`config.mk`:
```
export PLATFORM = sky130hd
export DESIGN_NAME = sdram_port_arbiter_flat
export DESIGN_NICKNAME = d
export VERILOG_FILES = /design/src/rtl/sdram_port_arbiter_if.sv /design/src/rtl/sdram_port_arbiter.sv /design/src/flat_wrapper.sv
export SDC_FILE = /design/constraint.sdc
export NUM_CORES = 1
export LEC_CHECK = 0
export CORE_MARGIN = 2
export CORE_UTILIZATION = 38
export CTS_CLUSTER_SIZE = 30
export DETAILED_ROUTE_END_ITERATION = 16
export GPL_TIMING_DRIVEN = 0
export PLACE_DENSITY = 0.82
export SLEW_MARGIN = 20
export SYNTH_ARGS = -nofsm -noshare
export SYNTH_HDL_FRONTEND = slang
export SYNTH_SLANG_ARGS = --single-unit
```
`constraint.sdc`:
```
create_clock -name clk -period 2.5 [get_ports clk]
set_input_delay 0.375 -clock clk [delete_from_list [all_inputs] [get_ports clk]]
set_output_delay 0.375 -clock clk [all_outputs]
set_load 0.02 [all_outputs]
```
`src/rtl/sdram_port_arbiter_if.sv`:
```
`default_nettype none
// ============================================================================
// Module  : sdram_port_arbiter_if
// Brief   : Signal bundle between three SDRAM requesters, the port arbiter
//           and the single-port SDRAM test controller.
// Revision: 1.0 - initial release
// ============================================================================
interface sdram_port_arbiter_if #(
   parameter int ADDR_WIDTH = 24,
   parameter int DATA_WIDTH = 16
);
   logic                  p0_req;
   logic                  p0_wr;
   logic [ADDR_WIDTH-1:0] p0_addr;
   logic [DATA_WIDTH-1:0] p0_wdata;
   logic [1:0]            p0_bytesel;
   logic                  p0_ack;

   logic                  p1_req;
   logic                  p1_wr;
   logic [ADDR_WIDTH-1:0] p1_addr;
   logic [DATA_WIDTH-1:0] p1_wdata;
   logic [1:0]            p1_bytesel;
   logic                  p1_ack;

   logic                  p2_req;
   logic                  p2_wr;
   logic [ADDR_WIDTH-1:0] p2_addr;
   logic [DATA_WIDTH-1:0] p2_wdata;
   logic [1:0]            p2_bytesel;
   logic                  p2_ack;

   logic [DATA_WIDTH-1:0] rdata;

   logic                  ctl_req;
   logic                  ctl_wr;
   logic [ADDR_WIDTH-1:0] ctl_addr;
   logic [DATA_WIDTH-1:0] ctl_wdata;
   logic [1:0]            ctl_bytesel;
   logic                  ctl_ack;
   logic [DATA_WIDTH-1:0] ctl_rdata;

   logic [1:0]            grant;
   logic                  busy;

   // Environment side: requesters plus the SDRAM controller response path
   modport master (
      output p0_req, p0_wr, p0_addr, p0_wdata, p0_bytesel,
      output p1_req, p1_wr, p1_addr, p1_wdata, p1_bytesel,
      output p2_req, p2_wr, p2_addr, p2_wdata, p2_bytesel,
      input  p0_ack, p1_ack, p2_ack, rdata,
      input  ctl_req, ctl_wr, ctl_addr, ctl_wdata, ctl_bytesel,
      output ctl_ack, ctl_rdata,
      input  grant, busy
   );

   modport slave (
      input  p0_req, p0_wr, p0_addr, p0_wdata, p0_bytesel,
      input  p1_req, p1_wr, p1_addr, p1_wdata, p1_bytesel,
      input  p2_req, p2_wr, p2_addr, p2_wdata, p2_bytesel,
      output p0_ack, p1_ack, p2_ack, rdata,
      output ctl_req, ctl_wr, ctl_addr, ctl_wdata, ctl_bytesel,
      input  ctl_ack, ctl_rdata,
      output grant, busy
   );
endinterface
`default_nettype wire

```
`src/rtl/sdram_port_arbiter.sv`:
```
`default_nettype none
// ============================================================================
// Module  : sdram_port_arbiter
// Brief   : Three-port arbiter in front of the SDRAM test controller. Port 0
//           has streak-limited fixed priority; ports 1/2 share round-robin.
// Revision: 1.0 - initial release
// ============================================================================
module sdram_port_arbiter #(
   parameter int ADDR_WIDTH = 24,
   parameter int DATA_WIDTH = 16,
   parameter int MAX_STREAK = 4
) (
   input  logic                 clk,
   input  logic                 reset_in,
   sdram_port_arbiter_if.slave  bus
);

   localparam logic [3:0] C_MAX_STREAK = 4'(MAX_STREAK);
   localparam logic [1:0] C_NONE       = 2'd3;

   typedef enum logic [1:0] {
      ST_IDLE  = 2'd0,
      ST_ISSUE = 2'd1,
      ST_DONE  = 2'd2
   } state_t;

   state_t                r_state;
   state_t                w_state_next;

   logic [1:0]            r_grant;
   logic [1:0]            r_rr_last;
   logic [3:0]            r_streak;
   logic [DATA_WIDTH-1:0] r_rdata;

   logic                  r_ctl_wr;
   logic [ADDR_WIDTH-1:0] r_ctl_addr;
   logic [DATA_WIDTH-1:0] r_ctl_wdata;
   logic [1:0]            r_ctl_bytesel;

   logic [2:0]            w_req;
   logic                  w_others_pending;
   logic                  w_p0_wins;
   logic [1:0]            w_winner;
   logic [3:0]            w_streak_next;
   logic [1:0]            w_rr_next;
   logic                  w_load;
   logic                  w_capture;
   logic [2:0]            w_ack;

   logic                  w_sel_wr;
   logic [ADDR_WIDTH-1:0] w_sel_addr;
   logic [DATA_WIDTH-1:0] w_sel_wdata;
   logic [1:0]            w_sel_bytesel;

   assign w_req = {bus.p2_req, bus.p1_req, bus.p0_req};

   // Winner selection: port 0 unless its streak is exhausted while others wait
   always_comb begin
      w_others_pending = w_req[1] | w_req[2];
      w_p0_wins        = w_req[0] && ((r_streak < C_MAX_STREAK) || !w_others_pending);
      w_winner         = C_NONE;
      if (w_p0_wins) begin
         w_winner = 2'd0;
      end else if (r_rr_last == 2'd2) begin
         if (w_req[1]) begin
            w_winner = 2'd1;
         end else if (w_req[2]) begin
            w_winner = 2'd2;
         end
      end else begin
         if (w_req[2]) begin
            w_winner = 2'd2;
         end else if (w_req[1]) begin
            w_winner = 2'd1;
         end
      end
   end

   always_comb begin
      w_streak_next = r_streak;
      w_rr_next     = r_rr_last;
      if (w_winner == 2'd0) begin
         if (!w_others_pending) begin
            w_streak_next = 4'd0;
         end else if (r_streak < C_MAX_STREAK) begin
            w_streak_next = r_streak + 4'd1;
         end
      end else if (w_winner != C_NONE) begin
         w_streak_next = 4'd0;
         w_rr_next     = w_winner;
      end
   end

   always_comb begin
      w_sel_wr      = bus.p0_wr;
      w_sel_addr    = bus.p0_addr;
      w_sel_wdata   = bus.p0_wdata;
      w_sel_bytesel = bus.p0_bytesel;
      case (w_winner)
         2'd1: begin
            w_sel_wr      = bus.p1_wr;
            w_sel_addr    = bus.p1_addr;
            w_sel_wdata   = bus.p1_wdata;
            w_sel_bytesel = bus.p1_bytesel;
         end
         2'd2: begin
            w_sel_wr      = bus.p2_wr;
            w_sel_addr    = bus.p2_addr;
            w_sel_wdata   = bus.p2_wdata;
            w_sel_bytesel = bus.p2_bytesel;
         end
         default: ;
      endcase
   end

   always_ff @(posedge clk or negedge reset_in) begin
      if (!reset_in) begin
         r_state <= ST_IDLE;
      end else begin
         r_state <= w_state_next;
      end
   end

   always_comb begin
      w_state_next = r_state;
      w_load       = 1'b0;
      w_capture    = 1'b0;
      case (r_state)
         ST_IDLE: begin
            if (w_winner != C_NONE) begin
               w_load       = 1'b1;
               w_state_next = ST_ISSUE;
            end
         end
         ST_ISSUE: begin
            if (bus.ctl_ack) begin
               w_capture    = 1'b1;
               w_state_next = ST_DONE;
            end
         end
         ST_DONE: begin
            w_state_next = ST_IDLE;
         end
         default: begin
            w_state_next = ST_IDLE;
         end
      endcase
   end

   // Fields are sampled only on the IDLE->ISSUE transition and held after
   always_ff @(posedge clk or negedge reset_in) begin
      if (!reset_in) begin
         r_grant       <= C_NONE;
         r_rr_last     <= 2'd2;
         r_streak      <= 4'd0;
         r_rdata       <= '0;
         r_ctl_wr      <= 1'b0;
         r_ctl_addr    <= '0;
         r_ctl_wdata   <= '0;
         r_ctl_bytesel <= 2'b00;
      end else begin
         if (w_load) begin
            r_ctl_wr      <= w_sel_wr;
            r_ctl_addr    <= w_sel_addr;
            r_ctl_wdata   <= w_sel_wdata;
            r_ctl_bytesel <= w_sel_bytesel;
            r_grant       <= w_winner;
            r_streak      <= w_streak_next;
            r_rr_last     <= w_rr_next;
         end
         if (w_capture) begin
            r_rdata <= bus.ctl_rdata;
         end
         if (r_state == ST_DONE) begin
            r_grant <= C_NONE;
         end
      end
   end

   for (genvar gi = 0; gi < 3; gi++) begin : g_ack
      assign w_ack[gi] = (r_state == ST_DONE) && (r_grant == 2'(gi));
   end

   assign bus.p0_ack      = w_ack[0];
   assign bus.p1_ack      = w_ack[1];
   assign bus.p2_ack      = w_ack[2];
   assign bus.rdata       = r_rdata;
   assign bus.ctl_req     = (r_state == ST_ISSUE);
   assign bus.ctl_wr      = r_ctl_wr;
   assign bus.ctl_addr    = r_ctl_addr;
   assign bus.ctl_wdata   = r_ctl_wdata;
   assign bus.ctl_bytesel = r_ctl_bytesel;
   assign bus.grant       = r_grant;
   assign bus.busy        = (r_state != ST_IDLE);

endmodule
`default_nettype wire

```
`src/flat_wrapper.sv`:
```
// flat-port wrapper written by rule: the top's interface ports become plain ports
module sdram_port_arbiter_flat 
#(
   parameter int ADDR_WIDTH = 24,
   parameter int DATA_WIDTH = 16,
   parameter int MAX_STREAK = 4
)
  (clk, reset_in, bus_p0_req, bus_p0_wr, bus_p0_addr, bus_p0_wdata, bus_p0_bytesel, bus_p1_req, bus_p1_wr, bus_p1_addr, bus_p1_wdata, bus_p1_bytesel, bus_p2_req, bus_p2_wr, bus_p2_addr, bus_p2_wdata, bus_p2_bytesel, bus_p0_ack, bus_p1_ack, bus_p2_ack, bus_rdata, bus_ctl_req, bus_ctl_wr, bus_ctl_addr, bus_ctl_wdata, bus_ctl_bytesel, bus_ctl_ack, bus_ctl_rdata, bus_grant, bus_busy);
  sdram_port_arbiter_if #(.ADDR_WIDTH(ADDR_WIDTH), .DATA_WIDTH(DATA_WIDTH)) bus_i ();
  input  logic clk;
  input  logic reset_in;
  input wire logic [$bits(bus_i.p0_req)-1:0] bus_p0_req;
  input wire logic [$bits(bus_i.p0_wr)-1:0] bus_p0_wr;
  input wire logic [$bits(bus_i.p0_addr)-1:0] bus_p0_addr;
  input wire logic [$bits(bus_i.p0_wdata)-1:0] bus_p0_wdata;
  input wire logic [$bits(bus_i.p0_bytesel)-1:0] bus_p0_bytesel;
  input wire logic [$bits(bus_i.p1_req)-1:0] bus_p1_req;
  input wire logic [$bits(bus_i.p1_wr)-1:0] bus_p1_wr;
  input wire logic [$bits(bus_i.p1_addr)-1:0] bus_p1_addr;
  input wire logic [$bits(bus_i.p1_wdata)-1:0] bus_p1_wdata;
  input wire logic [$bits(bus_i.p1_bytesel)-1:0] bus_p1_bytesel;
  input wire logic [$bits(bus_i.p2_req)-1:0] bus_p2_req;
  input wire logic [$bits(bus_i.p2_wr)-1:0] bus_p2_wr;
  input wire logic [$bits(bus_i.p2_addr)-1:0] bus_p2_addr;
  input wire logic [$bits(bus_i.p2_wdata)-1:0] bus_p2_wdata;
  input wire logic [$bits(bus_i.p2_bytesel)-1:0] bus_p2_bytesel;
  output wire logic [$bits(bus_i.p0_ack)-1:0] bus_p0_ack;
  output wire logic [$bits(bus_i.p1_ack)-1:0] bus_p1_ack;
  output wire logic [$bits(bus_i.p2_ack)-1:0] bus_p2_ack;
  output wire logic [$bits(bus_i.rdata)-1:0] bus_rdata;
  output wire logic [$bits(bus_i.ctl_req)-1:0] bus_ctl_req;
  output wire logic [$bits(bus_i.ctl_wr)-1:0] bus_ctl_wr;
  output wire logic [$bits(bus_i.ctl_addr)-1:0] bus_ctl_addr;
  output wire logic [$bits(bus_i.ctl_wdata)-1:0] bus_ctl_wdata;
  output wire logic [$bits(bus_i.ctl_bytesel)-1:0] bus_ctl_bytesel;
  input wire logic [$bits(bus_i.ctl_ack)-1:0] bus_ctl_ack;
  input wire logic [$bits(bus_i.ctl_rdata)-1:0] bus_ctl_rdata;
  output wire logic [$bits(bus_i.grant)-1:0] bus_grant;
  output wire logic [$bits(bus_i.busy)-1:0] bus_busy;
  assign bus_i.p0_req = bus_p0_req;
  assign bus_i.p0_wr = bus_p0_wr;
  assign bus_i.p0_addr = bus_p0_addr;
  assign bus_i.p0_wdata = bus_p0_wdata;
  assign bus_i.p0_bytesel = bus_p0_bytesel;
  assign bus_i.p1_req = bus_p1_req;
  assign bus_i.p1_wr = bus_p1_wr;
  assign bus_i.p1_addr = bus_p1_addr;
  assign bus_i.p1_wdata = bus_p1_wdata;
  assign bus_i.p1_bytesel = bus_p1_bytesel;
  assign bus_i.p2_req = bus_p2_req;
  assign bus_i.p2_wr = bus_p2_wr;
  assign bus_i.p2_addr = bus_p2_addr;
  assign bus_i.p2_wdata = bus_p2_wdata;
  assign bus_i.p2_bytesel = bus_p2_bytesel;
  assign bus_p0_ack = bus_i.p0_ack;
  assign bus_p1_ack = bus_i.p1_ack;
  assign bus_p2_ack = bus_i.p2_ack;
  assign bus_rdata = bus_i.rdata;
  assign bus_ctl_req = bus_i.ctl_req;
  assign bus_ctl_wr = bus_i.ctl_wr;
  assign bus_ctl_addr = bus_i.ctl_addr;
  assign bus_ctl_wdata = bus_i.ctl_wdata;
  assign bus_ctl_bytesel = bus_i.ctl_bytesel;
  assign bus_i.ctl_ack = bus_ctl_ack;
  assign bus_i.ctl_rdata = bus_ctl_rdata;
  assign bus_grant = bus_i.grant;
  assign bus_busy = bus_i.busy;
  sdram_port_arbiter #(.ADDR_WIDTH(ADDR_WIDTH), .DATA_WIDTH(DATA_WIDTH), .MAX_STREAK(MAX_STREAK)) u_core (.clk(clk), .reset_in(reset_in), .bus(bus_i));
endmodule
```
==> results of run 1 <==
## power by group through the flow
stage	registers, W	logic [W]	clock network [W]
floorplan	0.00257	0.00168	0
global placement	0.00197	0.00397	0
detailed placement	0.00200	0.00405	0
CTS	0.00199	0.00411	0.00116
global route	0.00205	0.00440	0.00121
finish	0.00198	0.00411	0.00113
## cell usage after synthesis (2+ instances only)
| library cell | count |
|---|---|
| dfrtp_1 | 66 |
| a211oi_2 | 33 |
| inv_1 | 4 |
| a21o_1 | 43 |
| nand2_1 | 4 |
| a22o_1 | 2 |
| or2_2 | 2 |
| a211oi_1 | 10 |
| clkbuf_1 | 13 |
| nor2_1 | 45 |
| o21ai_0 | 4 |
| buf_2 | 11 |
| dfstp_2 | 3 |
| buf_6 | 5 |
| nor3_1 | 2 |
| mux2_2 | 17 |
| a21oi_1 | 2 |
| nor3b_1 | 2 |
| ha_1 | 5 |
| nand2b_1 | 2 |
| a22oi_1 | 43 |
## cell families (layout without fill, tap and decap cells)
kind of cell	Yosys count	count (layout)
AO/OA/AOI/OAI	143	143
adder cells (fa/ha/maj)	5	5
buffers and inverters	35	268
flip-flops	69	69
multiplexers	17	17
AND/OR/NAND/NOR	64	64
## final cells by class
class | count | area (sq um)
clock buffer | 9 | 124
inverter | 4 | 15.0
buffer | 31 | 220
sequential | 69 | 1730
tap | 133 | 166
multi-input combinational | 229 | 1820
fill | 801 | 3210
clock inverter | 7 | 123
timing repair buffer | 217 | 2180
## cells in the final DEF, fill, tap and decap left out, types with 3 or more instances in the layout
cell type,n
a22oi_1,41
o21ai_0,4
a211oi_2,33
dfrtp_1,66
a211oi_1,10
buf_6,9
clkdlybuf4s50_1,213
ha_1,5
inv_1,4
mux2_2,17
clkbuf_8,9
buf_4,3
nor2_1,45
bufinv_16,3
clkbuf_2,9
buf_2,8
dfstp_2,3
a21o_1,43
nand2_1,4
## routing by layer
layer | vias to the layer above | track usage, % | wire length (um)
met2 | 136 | 41.2 | 6430
met4 | 0 | 5.44 | 57
li1 | 1705 | - | -
met5 | - | 0 | 0
met1 | 1745 | 27.6 | 5040
met3 | 4 | 6.17 | 985
## metrics by stage
step / std cells / setup slack (ns) / hold slack [ns] / util [%]
3_5_place_dp: 683 / -0.633 / 0.384 / 63.0
2_1_floorplan: 333 / 0.233 / 0.0794 / -
3_3_place_gp: 682 / -1.31 / 0.459 / 62.8
6_report: 699 / 0.139 / -0.00454 / 66.5
4_1_cts: 699 / 0.00976 / 0.00436 / 65.9
5_1_grt: 699 / 0.0550 / 0.0167 / 66.5
## worst max-delay path: cells and delay by family (launching register included)
family / cells / cell delay [ns]
buffers and inverters: 1 / 0.17
AND/OR/NAND/NOR: 4 / 1.16
flip-flops: 1 / 0.44
adder cells (fa/ha/maj): 1 / 0.28
AO/OA/AOI/OAI: 2 / 0.23
## sequential cells by signal, indices dropped and copies added, names as in the netlist, 2 cells and up
register                count
u_core.bus.ctl_addr        24
u_core.r_rr_last            2
u_core.r_state              2
u_core.r_streak             4
u_core.bus.ctl_bytesel      2
u_core.bus.grant            2
u_core.bus.ctl_wdata       16
u_core.bus.rdata           16
## worst paths after layout
| check | end | start | cells past startpoint |
|---|---|---|---|
| max | u_core.r_rr_last[1] | u_core.r_streak[2] | 8 |
| min | u_core.bus.rdata[0] | reset_in | 1 |
| max reg2reg | u_core.r_rr_last[1] | u_core.r_streak[2] | 8 |
| min reg2reg | u_core.bus.ctl_wdata[13] | u_core.bus.ctl_wdata[13] | 1 |
| max in group asynchronous | u_core.r_rr_last[1] | reset_in | 2 |
| min in group clk | u_core.bus.ctl_wdata[13] | u_core.bus.ctl_wdata[13] | 1 |
## repair_timing
action,CTS,global route
setup endpoints to repair,44,48
gates resized for setup,18,21
pin swaps,0,0
==> results.json, run 1 <==
{
  "post-route-period-util_pct": 94.4,
  "ys_types": 36,
  "rsz0062_at_grt": "no",
  "synthSimpleGateAreaFrac_pct": 8.22,
  "ys_top_cells_by_area": "dfrtp_1 (45%), a211oi_2 (11%), a21o_1 (8.7%)",
  "setup_viol": 0,
  "async_flop_share_pct": 100,
  "worst_clock_skew_ns": 0.00920,
  "clk_pin_slew_ns": 0.09,
  "dieArea_sq_um": 10500,
  "dp_hpwl_um": 9540,
  "synth_xor_area_share_pct": 0,
  "root_buffer": "clkbuf_8",
  "syn_area_per_cell_sq_um": 11.1,
  "drive_gt1_share_pct": 19.8,
  "seq_power_share_pct": 27.4,
  "core_area_sq_um": 9590,
  "drt_iter0_markers": 108,
  "num_io_pins": 217,
  "worstSetupPathType": "register to register",
  "htree_levels": 3,
  "status": "complete, but fails checks",
  "end_kind": "register",
  "synth_top_family_by_area": "compound AO/OA/AOI/OAI gates",
  "yosys.area_share.adder_pct": 1.69,
  "cts_sinks": 69,
  "gp_congestion": 0.885,
  "ys_warn_count": 0,
  "max-vdd-ir-drop_mv": 0.618,
  "synthMuxAreaShare_pct": 5.17,
  "finalHoldViolCount": 3,
  "arrival_ns": 2.62,
  "die_h_um": 103,
  "worstMarginPinSlew_ns": 0.626,
  "power.total_w": 0.00722,
  "synth_ff_type": "dfrtp_1",
  "p_leak_nw": 2.77,
  "drv_cap": 0,
  "cp_cell_sequence": "o22ai_1 -> and2_4 -> or2_2 -> ha_1 -> clkbuf_4 -> or4b_4 -> nand2_1 -> o31ai_4",
  "diodes": 0,
  "holdWs_ns": -0.00454,
  "drc": 0,
  "yosys.area.top_type": "dfrtp_1",
  "synth_area_sq_um": 3700,
  "power_density_nw_per_um2": 1130,
  "nets": 717,
  "num_vias": 3590,
  "ant_nets": 0,
  "hold_class": "primary input to async pin",
  "cp_slowest_cell": "or4b_4",
  "critical_path.startpoint_type": "register",
  "period_needed_ns": 2.36,
  "cts_made_buffers": 9,
  "clkLatencyLatePin_ns": 0.33,
  "start_util_pct": 38.6,
  "synthesis.instances": 333,
  "synth_top_cell_area_share_pct": 44.6,
  "fmax_ghz": 0.424,
  "grt_start_max_net_pins": 39,
  "grt_pass1_vias": 3757,
  "relSlewSlack_pct": 57.8,
  "synth_compound_area_share_pct": 33.1,
  "failed_checks": "hold timing",
  "synth_edf_count": 0,
  "overflow": 0,
  "cts_tree": "built",
  "crit_fanout": 6,
  "switching_share_pct": 39.5,
  "die_width_um": 103,
  "p_sw_w": 0.00285,
  "cpPeakStageDelay_ns": 0.51,
  "grt_pass1_wl_um": 18600,
  "clockPowerShare_pct": 15.7,
  "fin_area_sq_um": 6380,
  "io_buffers": 216,
  "routed_wl_um": 12500,
  "post_dp_cell_area_sq_um": 6050,
  "antenna_found_initial": 0,
  "num_rows": 36,
  "track_usage_pct": 23.0,
  "internal_power_w": 0.00437,
  "slew_viol_final": 0,
  "synthesis.nets": 489,
  "holdBufCountCts": 0,
  "wire_per_inst_um": 17.9,
  "tns_ns": 0,
  "postCtsSetupRepairBufs": 0,
  "combPwrFrac_pct": 56.9,
  "ff2ff_setup_slack_ns": 0.14,
  "seq_area_frac_synth_pct": 46.8,
  "area_growth_pct": 72.4,
  "synth_seq_cells": 69,
  "critical_path_required_ns": 2.76,
  "firstDrtPassIters": 4,
  "clockBufferDepth": 2,
  "routed_via_density": 5.14
}
No activity file was read; power rests on OpenSTA's default activity.
==> inputs of run 2 (changes only) <==
--- a/config.mk
+++ b/config.mk
@@ -5,6 +5,7 @@
 export SDC_FILE = /design/constraint.sdc
 export NUM_CORES = 1
 export LEC_CHECK = 0
+export CAP_MARGIN = 20
 export CORE_MARGIN = 2
 export CORE_UTILIZATION = 38
 export CTS_CLUSTER_SIZE = 30
==> results of run 2 <==
No change in the layout: final DEF, timing and power equal those of run 1.
==> inputs of run 3 (changes only) <==
--- a/config.mk
+++ b/config.mk
@@ -8,10 +8,12 @@
 export CAP_MARGIN = 20
 export CORE_MARGIN = 2
 export CORE_UTILIZATION = 38
+export CTS_CLUSTER_DIAMETER = 30
 export CTS_CLUSTER_SIZE = 30
 export DETAILED_ROUTE_END_ITERATION = 16
 export GPL_TIMING_DRIVEN = 0
 export PLACE_DENSITY = 0.82
+export SETUP_SLACK_MARGIN = 0.05
 export SLEW_MARGIN = 20
 export SYNTH_ARGS = -nofsm -noshare
 export SYNTH_HDL_FRONTEND = slang
==> results.json, run 3 (synthesis results as in run 1) <==
{
  "io_buffers": 216,
  "power_density_nw_per_um2": 1130,
  "grtUsageMet1_pct": 27.9,
  "cp_slowest_cell": "clkdlybuf4s50_1",
  "dp_hpwl_um": 9540,
  "reg2reg_from": "u_core.r_rr_last[1]",
  "antenna_found_initial": 0,
  "cts_made_buffers": 9,
  "met2_usage_pct": 41.4,
  "final_cell_mix": "clkdlybuf4s50_1 (214), dfrtp_1 (66), nor2_1 (43), a21o_1 (43)",
  "grt_pass1_vias": 3770,
  "finalHoldViolCount": 2,
  "clkLatencyLatePin_ns": 0.34,
  "die_h_um": 103,
  "dieArea_sq_um": 10500,
  "num_io_pins": 217,
  "worst_clock_skew_ns": 0.00872,
  "end_kind": "register",
  "rsz0062_at_grt": "yes",
  "fin_ws_ns": 0.0767,
  "cts_sinks": 69,
  "post-route-period-util_pct": 96.9,
  "place_ws_ns": -0.633,
  "cp_cell_sequence": "clkdlybuf4s50_1 -> o22ai_1 -> and2_4 -> or2_2 -> ha_1 -> buf_4 -> or4b_4 -> o31ai_2",
  "worstSetupPathType": "primary input to register",
  "overflow": 0,
  "firstDrtPassIters": 4,
  "nets": 718,
  "critical_path_required_ns": 2.75,
  "period_needed_ns": 2.42,
  "wire_per_inst_um": 18.1,
  "area_growth_pct": 73.9,
  "grt_use_met3_pct": 6.17,
  "clockBufferDepth": 2,
  "cpLargestDelayFamily": "simple AND/OR/NAND/NOR gates",
  "num_rows": 36,
  "routed_wl_um": 12700,
  "holdWs_ns": -0.00195,
  "gp_congestion": 0.885,
  "drt_iter0_markers": 93,
  "p_leak_nw": 2.77,
  "holdBufCountCts": 0,
  "hold_class": "primary input to async pin",
  "status": "complete, but fails checks",
  "num_vias": 3605,
  "busiest_layer": "met2",
  "post_dp_cell_area_sq_um": 6050,
  "power.total_w": 0.00727,
  "start_util_pct": 38.6,
  "setup_viol": 0,
  "grt_pass1_wl_um": 18800,
  "grt_start_max_net_pins": 39,
  "diodes": 0,
  "slew_viol_final": 0,
  "worstMarginPinSlew_ns": 0.613,
  "max-vdd-ir-drop_mv": 0.618,
  "cpPeakStageDelay_ns": 0.52,
  "largest_register_ffs": 24,
  "critical_path.startpoint_type": "primary input",
  "failed_checks": "hold timing",
  "tns_ns": 0,
  "cts_tree": "built",
  "ant_nets": 0,
  "routed_via_density": 5.15,
  "cp-startpoint": "bus_p2_req",
  "layout_commonest_cell": "clkdlybuf4s50_1",
  "die_width_um": 103,
  "crit_fanout": 6,
  "drc": 0,
  "fmax_ghz": 0.413,
  "core_area_sq_um": 9590,
  "clk_pin_slew_ns": 0.09,
  "arrival_ns": 2.67,
  "relSlewSlack_pct": 58.7,
  "root_buffer": "clkbuf_8",
  "drive_gt1_share_pct": 21.9,
  "path_buf_inv": 2,
  "track_usage_pct": 23.2,
  "htree_levels": 3,
  "drv_cap": 0,
  "fin_area_sq_um": 6430
}
[run 3: changes by cell type in the layout (fill, tap and decap cells not counted), moves of 2 or more]
cell	delta
buf_4	+2
a211oi_1	-3
a211oi_2	+2
nor2_2	+2
a22oi_2	+6
nor2_1	-2
a22oi_1	-6
[run 3: per-stage QoR]
step	hold WS [ns]	utilization [%]	std cells
3_5_place_dp	0.384	63.0	683
6_report	-0.00195	67.1	700
5_1_grt	0.0167	67.1	700
4_1_cts	0.00436	66.2	699
2_1_floorplan	0.0794	-	333
3_3_place_gp	0.459	62.8	682
[run 3: cell type report]
| class | count | area, sq um |
|---|---|---|
| fillers | 791 | 3160 |
| clock buffers | 9 | 124 |
| clock inverters | 7 | 123 |
| multi-input cells | 229 | 1860 |
| flip-flops and latches | 69 | 1730 |
| repair buffers | 218 | 2190 |
| inverters | 4 | 15.0 |
| plain buffers | 31 | 224 |
| well taps | 133 | 166 |
[run 3: worst paths after layout]
check / end / slack (ns) / cells after the start
setup / recovery: u_core.r_rr_last[1] / 0.08 / 8
hold / removal: u_core.bus.rdata[8] / -0.002 / 1
setup reg to reg: u_core.bus.ctl_addr[7] / 0.16 / 9
hold reg to reg: u_core.bus.ctl_wdata[13] / 0.48 / 1
max in group asynchronous: u_core.r_rr_last[1] / 1.88 / 2
min in group clk: u_core.bus.ctl_wdata[13] / 0.48 / 1
[run 3: worst reg2reg max path, cell delays in order, from the launching register on]
cell      delay [ns]
dfstp_2         0.57
nand2b_1        0.08
a21boi_1        0.30
or2_2           0.19
ha_1            0.13
buf_2           0.19
buf_2           0.30
a22oi_2         0.15
a211oi_4        0.27
a21o_1          0.11
[run 3: where the power goes]
group	internal (W)	switching (W)	leakage (nW)
combinational	0.00205	0.00210	1.81
clock	0.000668	0.000470	0.116
sequential	0.00168	0.000309	0.843
[run 3: repair_timing]
item / CTS / global route
resized for setup: 25 / 25
pin swaps: 0 / 1
setup endpoints to repair: 45 / 49
endpoints found under the hold margin: 0 / 0
buffers inserted: 0 / 1
[run 3: routing by layer]
metal	routed length (um)	part of all wire (%)
met3	908	7.2
met1	5130	40
met4	82	0.65
met2	6540	52
met5	0	0
